--- config.mk ---
export PLATFORM = sky130hd
export DESIGN_NAME = adc_scan_sequencer
export DESIGN_NICKNAME = d
export VERILOG_FILES = /design/src/rtl/adc_scan_sequencer.sv
export SDC_FILE = /design/constraint.sdc
export NUM_CORES = 1
export LEC_CHECK = 0
export ABC_AREA = 1
export CORE_MARGIN = 8
export CORE_UTILIZATION = 35
export DETAILED_ROUTE_END_ITERATION = 7
export GPL_TIMING_DRIVEN = 0
export PLACE_DENSITY = 0.65
export SLEW_MARGIN = 20
export SYNTH_ARGS = -nofsm -noshare
export SYNTH_HDL_FRONTEND = slang
export SYNTH_SLANG_ARGS = --single-unit
export TNS_END_PERCENT = 10
--- constraint.sdc ---
create_clock -name clk -period 6.2 [get_ports clk]
set_clock_uncertainty 0.15 [all_clocks]
set_input_delay 0.62 -clock clk [delete_from_list [all_inputs] [get_ports clk]]
set_output_delay 0.62 -clock clk [all_outputs]
set_load 0.1 [all_outputs]
--- src/rtl/adc_scan_sequencer.sv ---
// Multi-channel scan controller for the GW5A ADC: one-hot channel select, settling,
// request/ready handshake, per-channel averaging, timeout detection, single/continuous scan.
module adc_scan_sequencer #(
    parameter int NUM_CH      = 5,
    parameter int DATA_W      = 14,
    parameter int AVG_LOG2    = 2,
    parameter int SETTLE_CYC  = 64,
    parameter int GAP_CYC     = 16,
    parameter int TIMEOUT_CYC = 65535,
    localparam int CH_W       = (NUM_CH > 1) ? $clog2(NUM_CH) : 1
) (
    input  logic                     clk,
    input  logic                     i_reset,
    input  logic                     i_start,
    input  logic                     i_continuous,
    input  logic [NUM_CH-1:0]        i_ch_mask,
    output logic                     o_adc_req,
    input  logic                     i_adc_ready,
    input  logic [DATA_W-1:0]        i_adc_value,
    output logic [NUM_CH-1:0]        o_adc_sel,
    output logic                     o_sample_valid,
    output logic [CH_W-1:0]          o_sample_ch,
    output logic [DATA_W-1:0]        o_sample_data,
    output logic [NUM_CH*DATA_W-1:0] o_results,
    output logic                     o_busy,
    output logic                     o_error
);

    localparam int ACC_W    = DATA_W + AVG_LOG2;
    localparam int SMP_W    = AVG_LOG2 + 1;
    localparam int CNT_MAX0 = (SETTLE_CYC > GAP_CYC) ? SETTLE_CYC : GAP_CYC;
    localparam int CNT_MAX  = (TIMEOUT_CYC > CNT_MAX0) ? TIMEOUT_CYC : CNT_MAX0;
    localparam int CNT_W    = $clog2(CNT_MAX + 1);

    typedef enum logic [2:0] {
        S_IDLE,
        S_SELECT,
        S_SETTLE,
        S_CONVERT,
        S_GAP,
        S_DONE,
        S_NEXT
    } state_e;

    // Returns {found, index} of the lowest enabled channel, either from zero or above cur.
    function automatic logic [CH_W:0] find_next(input logic [NUM_CH-1:0] mask,
                                                input logic [CH_W-1:0]   cur,
                                                input logic              from_start);
        logic [CH_W:0] res;
        res = '0;
        for (int k = NUM_CH - 1; k >= 0; k--) begin
            if (mask[k] && (from_start || (k > int'(cur)))) begin
                res = {1'b1, CH_W'(k)};
            end
        end
        return res;
    endfunction

    function automatic logic [DATA_W-1:0] avg_result(input logic [ACC_W-1:0] acc);
        return DATA_W'(acc >> AVG_LOG2);
    endfunction

    state_e                  state_q, state_d;
    logic [NUM_CH-1:0]       scan_mask_q, scan_mask_d;
    logic [CH_W-1:0]         cur_ch_q, cur_ch_d;
    logic                    first_q, first_d;
    logic [NUM_CH-1:0]       sel_q, sel_d;
    logic                    req_q, req_d;
    logic [CNT_W-1:0]        cnt_q, cnt_d;
    logic [SMP_W-1:0]        smp_q, smp_d;
    logic [ACC_W-1:0]        acc_q, acc_d;
    logic                    valid_q, valid_d;
    logic [CH_W-1:0]         sample_ch_q, sample_ch_d;
    logic [DATA_W-1:0]       sample_data_q, sample_data_d;
    logic [NUM_CH*DATA_W-1:0] results_q, results_d;
    logic                    error_q, error_d;
    logic                    rdy_meta_q, rdy_meta_d;
    logic                    rdy_sync_q, rdy_sync_d;
    logic                    rdy_prev_q, rdy_prev_d;

    logic                    rdy_edge;
    logic [CH_W:0]           nxt;
    logic                    nxt_found;
    logic [CH_W-1:0]         nxt_idx;

    assign rdy_edge  = rdy_sync_q & ~rdy_prev_q;
    assign nxt       = find_next(scan_mask_q, cur_ch_q, first_q);
    assign nxt_found = nxt[CH_W];
    assign nxt_idx   = nxt[CH_W-1:0];

    always_comb begin
        state_d       = state_q;
        scan_mask_d   = scan_mask_q;
        cur_ch_d      = cur_ch_q;
        first_d       = first_q;
        sel_d         = sel_q;
        cnt_d         = cnt_q;
        smp_d         = smp_q;
        acc_d         = acc_q;
        valid_d       = 1'b0;
        sample_ch_d   = sample_ch_q;
        sample_data_d = sample_data_q;
        results_d     = results_q;
        error_d       = error_q;
        rdy_meta_d    = i_adc_ready;
        rdy_sync_d    = rdy_meta_q;
        rdy_prev_d    = rdy_sync_q;

        case (state_q)
            S_IDLE: begin
                if (i_start && (|i_ch_mask)) begin
                    scan_mask_d = i_ch_mask;
                    error_d     = 1'b0;
                    first_d     = 1'b1;
                    state_d     = S_SELECT;
                end
            end
            S_SELECT: begin
                cur_ch_d = nxt_idx;
                sel_d    = NUM_CH'(1) << nxt_idx;
                first_d  = 1'b0;
                acc_d    = '0;
                smp_d    = '0;
                cnt_d    = '0;
                state_d  = S_SETTLE;
            end
            S_SETTLE: begin
                if (cnt_q == CNT_W'(SETTLE_CYC - 1)) begin
                    cnt_d   = '0;
                    state_d = S_CONVERT;
                end else begin
                    cnt_d = cnt_q + CNT_W'(1);
                end
            end
            S_CONVERT: begin
                if (rdy_edge) begin
                    acc_d   = acc_q + ACC_W'(i_adc_value);
                    smp_d   = smp_q + SMP_W'(1);
                    cnt_d   = '0;
                    state_d = S_GAP;
                end else if (cnt_q == CNT_W'(TIMEOUT_CYC - 1)) begin
                    // Abandon the channel: no result, previous o_results slice kept.
                    error_d = 1'b1;
                    cnt_d   = '0;
                    state_d = S_NEXT;
                end else begin
                    cnt_d = cnt_q + CNT_W'(1);
                end
            end
            S_GAP: begin
                if (cnt_q == CNT_W'(GAP_CYC - 1)) begin
                    cnt_d   = '0;
                    state_d = (smp_q < SMP_W'(1 << AVG_LOG2)) ? S_CONVERT : S_DONE;
                end else begin
                    cnt_d = cnt_q + CNT_W'(1);
                end
            end
            S_DONE: begin
                valid_d       = 1'b1;
                sample_ch_d   = cur_ch_q;
                sample_data_d = avg_result(acc_q);
                results_d[int'(cur_ch_q)*DATA_W +: DATA_W] = avg_result(acc_q);
                state_d       = S_NEXT;
            end
            S_NEXT: begin
                if (nxt_found) begin
                    state_d = S_SELECT;
                end else if (i_continuous) begin
                    scan_mask_d = i_ch_mask;
                    if (|i_ch_mask) begin
                        first_d = 1'b1;
                        state_d = S_SELECT;
                    end else begin
                        state_d = S_IDLE;
                    end
                end else begin
                    state_d = S_IDLE;
                end
            end
            default: state_d = S_IDLE;
        endcase

        req_d = (state_d == S_CONVERT);
        if (state_d == S_IDLE) begin
            sel_d = '0;
        end
    end

    always_ff @(posedge clk) begin
        if (i_reset) begin
            state_q       <= S_IDLE;
            scan_mask_q   <= '0;
            cur_ch_q      <= '0;
            first_q       <= 1'b0;
            sel_q         <= '0;
            req_q         <= 1'b0;
            cnt_q         <= '0;
            smp_q         <= '0;
            acc_q         <= '0;
            valid_q       <= 1'b0;
            sample_ch_q   <= '0;
            sample_data_q <= '0;
            results_q     <= '0;
            error_q       <= 1'b0;
            rdy_meta_q    <= 1'b0;
            rdy_sync_q    <= 1'b0;
            rdy_prev_q    <= 1'b0;
        end else begin
            state_q       <= state_d;
            scan_mask_q   <= scan_mask_d;
            cur_ch_q      <= cur_ch_d;
            first_q       <= first_d;
            sel_q         <= sel_d;
            req_q         <= req_d;
            cnt_q         <= cnt_d;
            smp_q         <= smp_d;
            acc_q         <= acc_d;
            valid_q       <= valid_d;
            sample_ch_q   <= sample_ch_d;
            sample_data_q <= sample_data_d;
            results_q     <= results_d;
            error_q       <= error_d;
            rdy_meta_q    <= rdy_meta_d;
            rdy_sync_q    <= rdy_sync_d;
            rdy_prev_q    <= rdy_prev_d;
        end
    end

    assign o_adc_req      = req_q;
    assign o_adc_sel      = sel_q;
    assign o_sample_valid = valid_q;
    assign o_sample_ch    = sample_ch_q;
    assign o_sample_data  = sample_data_q;
    assign o_results      = results_q;
    assign o_busy         = (state_q != S_IDLE);
    assign o_error        = error_q;

endmodule
==> results of run 1 <==
where the power goes:
group | switching [uW] | internal (uW) | total, uW
sequential | 11.0 | 943 | 954
combinational | 662 | 213 | 875
clock | 425 | 686 | 1110
total | 1100 | 1840 | 2940
synthesized netlist by cell type (2+ instances only):
| cell type | n | area share (%) |
|---|---|---|
| a211oi_1 | 3 | 0.26 |
| a21oi_1 | 102 | 5.9 |
| a22o_1 | 3 | 0.30 |
| a22oi_1 | 3 | 0.26 |
| a31oi_1 | 12 | 0.87 |
| and2_1 | 3 | 0.22 |
| and3_1 | 4 | 0.29 |
| buf_2 | 15 | 0.87 |
| buf_4 | 3 | 0.26 |
| buf_6 | 3 | 0.39 |
| clkbuf_1 | 25 | 1.1 |
| clkinv_1 | 3 | 0.13 |
| dfxtp_1 | 145 | 33 |
| fa_1 | 4 | 0.92 |
| ha_1 | 28 | 4.0 |
| inv_1 | 138 | 6.0 |
| inv_2 | 10 | 0.43 |
| nand2_1 | 362 | 16 |
| nand2_2 | 6 | 0.43 |
| nand3_1 | 127 | 7.3 |
| nand3_2 | 3 | 0.35 |
| nand3b_1 | 3 | 0.26 |
| nand4_1 | 18 | 1.3 |
| nor2_1 | 173 | 7.5 |
| nor2_2 | 5 | 0.36 |
| nor2_4 | 7 | 0.91 |
| nor3_1 | 15 | 0.87 |
| o211ai_1 | 7 | 0.61 |
| o21ai_0 | 88 | 5.1 |
| o21ai_1 | 7 | 0.40 |
| o21ai_2 | 4 | 0.40 |
| o21bai_1 | 3 | 0.26 |
| o22ai_1 | 2 | 0.14 |
| o31ai_1 | 6 | 0.52 |
| xor2_1 | 7 | 0.71 |
logic make-up after synthesis:
kind of cell | synth area share [%]
AND/OR/NAND/NOR | 36.2
AO/OA/AOI/OAI | 15.4
buffers and inverters | 9.13
flip-flops | 33.5
adder cells (fa/ha/maj) | 4.96
XOR/XNOR | 0.894
registers in the layout, indices dropped and copies added, names as in the netlist, 5 cells and up:
signal and flops:
acc_q 16, cnt_q 16, o_adc_sel 5, o_results 70
o_sample_data 14, scan_mask_q 5
per-layer routing:
layer | part of all wire (%) | track usage [%]
met1 | 45 | 25.3
met2 | 46 | 33.1
met3 | 6.4 | 3.86
met4 | 2.8 | 7.15
met5 | 0 | 0
worst paths after layout:
kind                       startpoint                    endpoint  slack, ps  cells past startpoint
max          cur_ch_q[0]$_SDFFE_PP0P_  o_results[12]$_SDFFE_PP0P_       1780                     18
min             rdy_meta_q$_SDFF_PP0_       rdy_prev_d$_SDFF_PP0_        250                      2
max reg2reg  cur_ch_q[0]$_SDFFE_PP0P_  o_results[12]$_SDFFE_PP0P_       1780                     18
min reg2reg     rdy_meta_q$_SDFF_PP0_       rdy_prev_d$_SDFF_PP0_        250                      2
cell type report:
cell class,count,area (um2),area share (%)
clock inverters,12,181,1.66
inverters,151,567,5.20
repair buffers,119,1190,10.9
flip-flops and latches,145,2900,26.6
clock buffers,20,447,4.10
well taps,324,405,3.72
plain buffers,46,225,2.07
multi-input cells,1017,4980,45.7
critical path, delay by kind of cell (launching register included):
kind / cells / cell delay (ps)
AO/OA/AOI/OAI: 1 / 80
adder cells (fa/ha/maj): 4 / 1440
buffers and inverters: 5 / 770
flip-flops: 1 / 600
AND/OR/NAND/NOR: 8 / 1290
per-stage QoR:
stage	power (uW)	hold slack (ps)	cell area (um2)
6_report	2940	253	10900
5_1_grt	3070	270	10900
4_1_cts	2930	255	10900
3_5_place_dp	1830	246	10300
3_3_place_gp	1830	240	10300
2_1_floorplan	1560	238	8680
==> summary.md, run 1 <==
| Metric | Value |
|---|---|
| Status | completed |
| CTS Buf Count | 17 |
| Core area | 24300 um2 |
| Synth Register Bits | 145 |
| Max_slew headroom | 32.7% |
| # rows | 57 |
| Final core occ | 44.8% |
| Post-CTS Setup Repair Bufs | 0 |
| Yosys Warn Count | 0 |
| Crit Path Category | flop to flop |
| Initial drt markers | 991 |
| Seq/Total Area, Yosys | 33.5% |
| Routed wire per std cell | 16.6 um |
| Port bufs | 119 |
| Initial antenna violation count | 0 |
| Routed wire length | 30500 um |
| Vias in the first global route | 8926 |
| CP cell instances | fa_1, ha_1, fa_1, inv_1, nand3_2, nor2_2, ha_1, buf_2, inv_1, nand3_1, nor2_1, nand3_1, nand2_2, nand2_1, clkinv_1, nand3_1, o211ai_1, inv_1 |
| Final setup margin | 1780 ps |
| Placed cells | 1802 |
| First-pass GRT wire length | 48500 um |
| Resize count post-CTS | 0 |
| Max clock buf depth | 2 |
| Inserted Diodes | 0 |
| Finished Layout Cells | 1834 |
| Total of max-cap violations | 0 |
| Worst-Margin Slew | 1010 ps |
| Worst path slowest cell | dfxtp_1 |
| GRT Overall Usage | 20.0% |
| Nets@finish | 1553 |
| Clock slew at reported path FFs | 60 ps |
| Root Buffer | clkbuf_16 |
| Peak supply drop | 0.000168 V |
| Syn-to-layout area delta | 25.6% |
| Post-synthesis net count | 1415 |
| Drt drc | 0 |
| Commonest non-fill, non-tap cell in the layout | nand2_1 |
| Width of the die | 173 um |
| Worst setup SP type | flop |
| DP Worst Slack | 1740 ps |
| WP data required | 6380 ps |
| Post-route ant nets | 0 |
| Total negative slack | 0 ps |
| Clock Sinks | 145 |
| Cell count after synthesis | 1359 |
| Pin count of the biggest net entering global routing | 17 |
| Pwr dens | 270 nW/um2 |
| DR vias | 9368 |
| Fill count | 2576 |
| H-tree depth | 4 |
| First-pass DRT Iterations | 5 |
| Final Setup Violations | 0 |
| EDFF count, synth | 0 |
| Routability Congestion | 0.970 |
| Layout cells sized above 1 | 6.03% |
| Vias/cell | 5.11 |
| Peak Freq | 0.226 GHz |
| Delay of the slowest cell on the worst path | 600 ps |
| Die height | 173 um |
| Hold Fails Final Rpt | 0 |
| Full die area | 30100 um2 |
| Final HPWL DP | 23700 um |
| Hold Path Class | flop to flop |
| Synth unique cells | 47 |
| Cell leakage power | 0.00483 uW |
| Worst Path Arrival | 4600 ps |
| Crit share post-route | 71.3% |
| Syn Area/Cell | 6.38 um2 |
| CTS tree | built |
| CP max FO | 10 |
| Fin crit period | 4420 ps |
| Async set-reset flop share out of synthesis | 0% |
| Remaining global-route overflow | 0 |
| Post-synth top flop | dfxtp_1 |
| Clock latency on the worst-skew pair | 430 ps |
| RSZ-0062 raised after global routing | false |
| Pins Over Slew Limit | 0 |
| Commonest non-fill, non-tap cells in the layout | nand2_1 (362), nor2_1 (173), dfxtp_1 (145) |
| # IOs | 120 |
| Syn Std Cell Area | 8680 um2 |
| Crit end category | flop |
| Hold Buf Count CTS | 0 |
| Initial Util | 35.7% |
No activity file was read; power rests on OpenSTA's default activity.
==> run 2, diff against run 1 <==
Clock period 6.2 ns to 4.2 ns, I/O delays scaled along.
==> run 2 against run 1 <==
Sequential power is 48% higher. Cell count up 0.22%. Critical path type unchanged. Combinational power rose by 51%. Largest power group unchanged. First-iteration DRC count fell by 17%. Power grew 48%. Clock power rose by 48%. Sequential share of layout area shrank 0.059 points. Core utilization increased by 0.20 points.
==> summary.md, run 2 (synthesis gave the netlist of run 1 again) <==
| Metric | Value |
|---|---|
| Root Buffer | clkbuf_16 |
| Max reg flops | 70 (unchanged) |
| Die height | 173 um (unchanged) |
| Crit Path Category | flop to flop |
| Crit-path leading delay family | adder cells |
| Pins Over Slew Limit | 0 (unchanged) |
| Routed wire length | 30600 um (+0.29%) |
| # IOs | 120 (unchanged) |
| Hold wc startpoint | rdy_meta_q$_SDFF_PP0_ |
| RSZ-0062 raised after global routing | false |
| Routed wire per std cell | 16.6 um (about the same) |
| Initial drt markers | 818 (-17%) |
| Crit share post-route | 95.2% (+24 points) |
| GRT Overall Usage | 20.0% (+0.032 points) |
| H-tree depth | 4 (unchanged) |
| First-pass DRT Iterations | 7 (+2) |
| Cell leakage power | 0.00485 uW (+0.37%) |
| Fin crit period | 4000 ps (-422 ps) |
| Layout cells sized above 1 | 6.67% (+0.64 points) |
| Total of max-cap violations | 0 (unchanged) |
| Critical path's most frequent cell | nand2_1 |
| Core area | 24300 um2 (unchanged) |
| CTS tree | built |
| Syn-to-layout area delta | 26.2% |
| Final core occ | 45.0% (+0.20 points) |
| Clock latency on the worst-skew pair | 430 ps (about the same) |
| Crit end category | flop |
| Crit. Startpoint | cur_ch_q[0]$_SDFFE_PP0P_ |
| Pin count of the biggest net entering global routing | 17 (unchanged) |
| Vias/cell | 5.09 (-0.44%) |
| Full die area | 30100 um2 (unchanged) |
| Worst Path Arrival | 4200 ps (-400 ps) |
| DP Worst Slack | -257 ps (-2000 ps) |
| Final setup margin | 201 ps (-1580 ps) |
| Final Setup Violations | 0 (unchanged) |
| Delay of the slowest cell on the worst path | 480 ps (-120 ps) |
| Hold Fails Final Rpt | 0 (unchanged) |
| Port bufs | 119 (unchanged) |
| Commonest non-fill, non-tap cells in the layout | nand2_1 (362), nor2_1 (172), dfxtp_1 (142) |
| Initial antenna violation count | 0 (unchanged) |
| Hold Path Class | flop to flop |
| Bufs and invs on worst path | 4 (-1) |
| Peak Freq | 0.250 GHz (+11%) |
| Hold Slack | 254 ps (+0.681 ps) |
| Status | completed |
| Nets@finish | 1557 (+0.26%) |
| Clock Sinks | 145 (unchanged) |
| CP cell instances | fa_1, ha_1, fa_1, inv_1, nand2_1, nand2_1, nor2_4, ha_1, buf_2, nand2_1, nor2_4, inv_2, nand2_2, nand2_1, inv_1, nand3_1, a21oi_1 |
| FF-to-FF Start | cur_ch_q[0]$_SDFFE_PP0P_ |
| Max clock buf depth | 2 (unchanged) |
| Fill count | 2574 (-0.078%) |
| CTS Buf Count | 17 (unchanged) |
| Multi-input logic area | 4990 um2 (+0.15%) |
| Routability Congestion | 0.970 (unchanged) |
| Commonest non-fill, non-tap cell in the layout | nand2_1 |
| Width of the die | 173 um (unchanged) |
| Peak supply drop | 0.000248 V (+47%) |
| Worst path slowest cell | fa_1 |
| CP max FO | 10 (unchanged) |
| Remaining global-route overflow | 0 (unchanged) |
| # rows | 57 (unchanged) |
| Inserted Diodes | 0 (unchanged) |
| Max_slew headroom | 32.7% (about the same) |
| Pwr dens | 399 nW/um2 (+48%) |
| Clock slew at reported path FFs | 60 ps (about the same) |
| Final HPWL DP | 23700 um (unchanged) |
| WP data required | 4400 ps (-1980 ps) |
| Vias in the first global route | 8938 (+0.13%) |
| Drt drc | 0 (unchanged) |
| Total negative slack | 0 ps (unchanged) |
| Sequential Area | 2910 um2 (+0.22%) |
| Initial Util | 35.7% (unchanged) |
| Worst-Margin Slew | 1010 ps (-0.127 ps) |
| Worst setup SP type | flop |
| Post-route ant nets | 0 (unchanged) |
| First-pass GRT wire length | 48500 um (about the same) |
| DR vias | 9347 (-0.22%) |
[run 2: worst paths after layout]
check / end / slack [ps] / depth (start not counted)
worst min-delay path: rdy_prev_d$_SDFF_PP0_ / 250 / 2
worst min register to register: rdy_prev_d$_SDFF_PP0_ / 250 / 2
worst max register to register: o_results[45]$_SDFFE_PP0P_ / 200 / 17
worst max-delay path: o_results[45]$_SDFFE_PP0P_ / 200 / 17
[run 2: area by class of cell]
cell class | count | area share [%]
inverter | 151 | 5.21
clock buffer | 20 | 4.08
multi-input combinational | 1017 | 45.6
buffer | 46 | 2.06
sequential | 145 | 26.6
timing repair buffer | 123 | 11.2
tap | 324 | 3.70
clock inverter | 12 | 1.66
[run 2: tightest hold or removal path: stages (launching register included)]
cell	delay, ps
dfxtp_1	300
inv_1	40
nor2_1	30
[run 2: what timing repair did]
action | 4_1_cts | 5_1_grt
gates resized for setup | 2 | 6
pin swaps | 1 | 1
setup buffers | 0 | 4
endpoints found under the setup margin | 23 | 49
hold buffers | 0 | 0
[run 2: stage by stage]
step | instance area (um2) | power [uW] | instances
after floorplan | 8680 | 2300 | 1359
after global placement | 10300 | 2700 | 1802
after detailed placement | 10300 | 2700 | 1802
after CTS | 10900 | 4330 | 1834
after global routing | 10900 | 4550 | 1838
final | 10900 | 4370 | 1838
[run 2: per-layer routing]
metal | vias to the layer above | routed length [um] | track usage (%)
met3 | 49 | 1950 | 3.88
met4 | 0 | 857 | 7.19
li1 | 4704 | - | -
met5 | - | 0 | 0
met2 | 330 | 14100 | 33.1
met1 | 4264 | 13700 | 25.4
[run 2: power breakdown]
group | internal, uW | switching (uW) | total (uW)
logic | 327 | 988 | 1320
registers | 1390 | 16.4 | 1410
clock network | 1010 | 629 | 1640
total | 2730 | 1630 | 4370
==> run 3, diff against run 2 <==
Settings changed: CORE_UTILIZATION 35 to 24, PLACE_DENSITY 0.65 to 0.51.
==> run 3 against run 2 <==
Register-to-register slack improved by 70 ps. Sequential share of layout area fell by 0.49 points. Routed wire length rose by 11%. Cell count rose by 7.4%. Non-clock buffer count fell by 1. Clock power rose by 5%. Sequential power barely moved. Power rose by 2.9%. Die area rose by 41%. Maximum frequency rose by 1.8%. Critical path type unchanged.
==> summary.md, run 3 (synthesis gave the netlist of run 1 again) <==
| Metric | Value |
|---|---|
| Status | completed |
| Worst-Margin Slew | 1040 ps (+35.6 ps) |
| Fill count | 3977 (+55%) |
| Hold Fails Final Rpt | 0 (unchanged) |
| Peak supply drop | 0.000292 V (+18%) |
| Crit end category | flop |
| WP data required | 4420 ps (+20 ps) |
| Hold Slack | 261 ps (+6.75 ps) |
| Core area | 35600 um2 (+46%) |
| Vias in the first global route | 8976 (+0.43%) |
| Layout cells sized above 1 | 6.81% (+0.14 points) |
| Post-route cell area | 11200 um2 (+1.9%) |
| Commonest non-fill, non-tap cell in the layout | nand2_1 |
| DR vias | 9349 (+0.021%) |
| Root Buffer | clkbuf_16 |
| Top Metal Used | met4 |
| Total of max-cap violations | 0 (unchanged) |
| Die height | 206 um (+19%) |
| GRT Overall Usage | 15.8% (-4.2 points) |
| Width of the die | 206 um (+19%) |
| First-pass DRT Iterations | 5 (-2) |
| First-pass GRT wire length | 51700 um (+6.6%) |
| Routed wire length | 33800 um (+11%) |
| Max_slew headroom | 30.3% (-2.4 points) |
| Peak Freq | 0.255 GHz (+1.8%) |
| Initial drt markers | 682 (-17%) |
| Clock Sinks | 145 (unchanged) |
| Routability Congestion | 0.953 (-1.7%) |
| Pins Over Slew Limit | 0 (unchanged) |
| Clock latency on the worst-skew pair | 440 ps (about the same) |
| Final setup margin | 274 ps (+72.4 ps) |
| WL met3 | 2200 um (+13%) |
| # IOs | 120 (unchanged) |
| Total negative slack | 0 ps (unchanged) |
| RSZ-0062 raised after global routing | false |
| Initial Util | 24.4% (-11 points) |
| Remaining global-route overflow | 0 (unchanged) |
| Clock slew at reported path FFs | 60 ps (about the same) |
| Final HPWL DP | 26700 um (+13%) |
| Crit Path Category | flop to flop |
| Routed wire per std cell | 17.1 um (+2.9%) |
| Pwr dens | 403 nW/um2 (+0.98%) |
| Vias/cell | 4.74 (-6.9%) |
| H-tree depth | 4 (unchanged) |
| Post-route ant nets | 0 (unchanged) |
| Inserted Diodes | 0 (unchanged) |
| Pin count of the biggest net entering global routing | 17 (unchanged) |
| Drt drc | 0 (unchanged) |
| Max reg flops | 70 (unchanged) |
| Metal-1 WL | 15200 um (+11%) |
| Port bufs | 119 (unchanged) |
| Crit share post-route | 93.5% (-1.7 points) |
| CTS Buf Count | 17 (unchanged) |
| Met2 WL | 15800 um (+12%) |
| Final Setup Violations | 0 (unchanged) |
| Worst Path Arrival | 4140 ps (-60 ps) |
| CTS tree | built |
| CP max FO | 10 (unchanged) |
| Nets@finish | 1556 (-0.064%) |
| Initial antenna violation count | 0 (unchanged) |
| Placed cells | 1939 (+7.6%) |
| Worst setup SP type | flop |
| Commonest non-fill, non-tap cells in the layout | nand2_1 (361), nor2_1 (173), dfxtp_1 (142) |
| Cell leakage power | 0.00487 uW (+0.37%) |
| Hold Path Class | flop to flop |
| Max clock buf depth | 2 (unchanged) |
| Placed cell areas | 10400 um2 (+1.7%) |
| Fin crit period | 3930 ps (-72.4 ps) |
| Full die area | 42500 um2 (+41%) |
| DP Worst Slack | -210 ps (+47.5 ps) |
| # rows | 69 (+21%) |
| Syn-to-layout area delta | 28.6% |
| Finished Layout Cells | 1974 (+7.4%) |
-- run 3: power by group --
| part | total [uW] | internal [uW] | leakage, uW | switching (uW) |
|---|---|---|---|---|
| Sequential | 1410 | 1390 | 0.00117 | 16.5 |
| Clock | 1720 | 1070 | 0.000311 | 651 |
| Combinational | 1360 | 340 | 0.00339 | 1020 |
-- run 3: what timing repair did --
item                                    in CTS  in global routing
endpoints found under the hold margin        0                  0
gates resized for setup                      3                 10
setup buffers                                0                  4
hold buffers                                 0                  0
endpoints found under the setup margin      20                 45
-- run 3: path summary, 6_finish.rpt --
| kind | from | end | slack (ps) | depth (start not counted) |
|---|---|---|---|---|
| max | cur_ch_q[0]$_SDFFE_PP0P_ | o_results[40]$_SDFFE_PP0P_ | 270 | 18 |
| min | rdy_meta_q$_SDFF_PP0_ | rdy_prev_d$_SDFF_PP0_ | 260 | 2 |
| max reg2reg | cur_ch_q[0]$_SDFFE_PP0P_ | o_results[40]$_SDFFE_PP0P_ | 270 | 18 |
| min reg2reg | rdy_meta_q$_SDFF_PP0_ | rdy_prev_d$_SDFF_PP0_ | 260 | 2 |
-- run 3: layer usage --
metal,track usage [%],vias to the layer above
met3,3.45,34
met1,20.3,4340
li1,-,4712
met5,0,-
met4,3.62,0
met2,26.6,263
-- run 3: critical path: stages, from the launching register on --
cell and delay, ps:
dfxtp_4 390, fa_1 490, ha_1 220, fa_1 410, inv_1 90, nand2_1 50
nand2_1 140, nor2_4 80, ha_1 280, buf_4 230, clkinvlp_4 230, buf_4 190
nor2_2 410, nand3_1 130, nand2_1 80, nand2_1 90, nand2_1 80, nand2_1 50
nor2_1 90
-- run 3: area by class of cell --
cell class | count | area (um2) | area share [%]
Multi-Input combinational cell | 1017 | 5000 | 44.8
Sequential cell | 145 | 2910 | 26.1
Timing Repair Buffer | 123 | 1220 | 10.9
Tap cell | 461 | 577 | 5.17
Inverter | 151 | 571 | 5.11
Clock buffer | 20 | 447 | 4.00
Buffer | 45 | 224 | 2.01
Clock inverter | 12 | 205 | 1.84
-- run 3: metrics by stage --
| stage | power [uW] | utilization (%) |
|---|---|---|
| after floorplan | 2300 | - |
| after global placement | 2740 | 29.4 |
| after detailed placement | 2730 | 29.4 |
| after CTS | 4470 | 31.2 |
| after global routing | 4680 | 31.4 |
| final | 4490 | 31.4 |
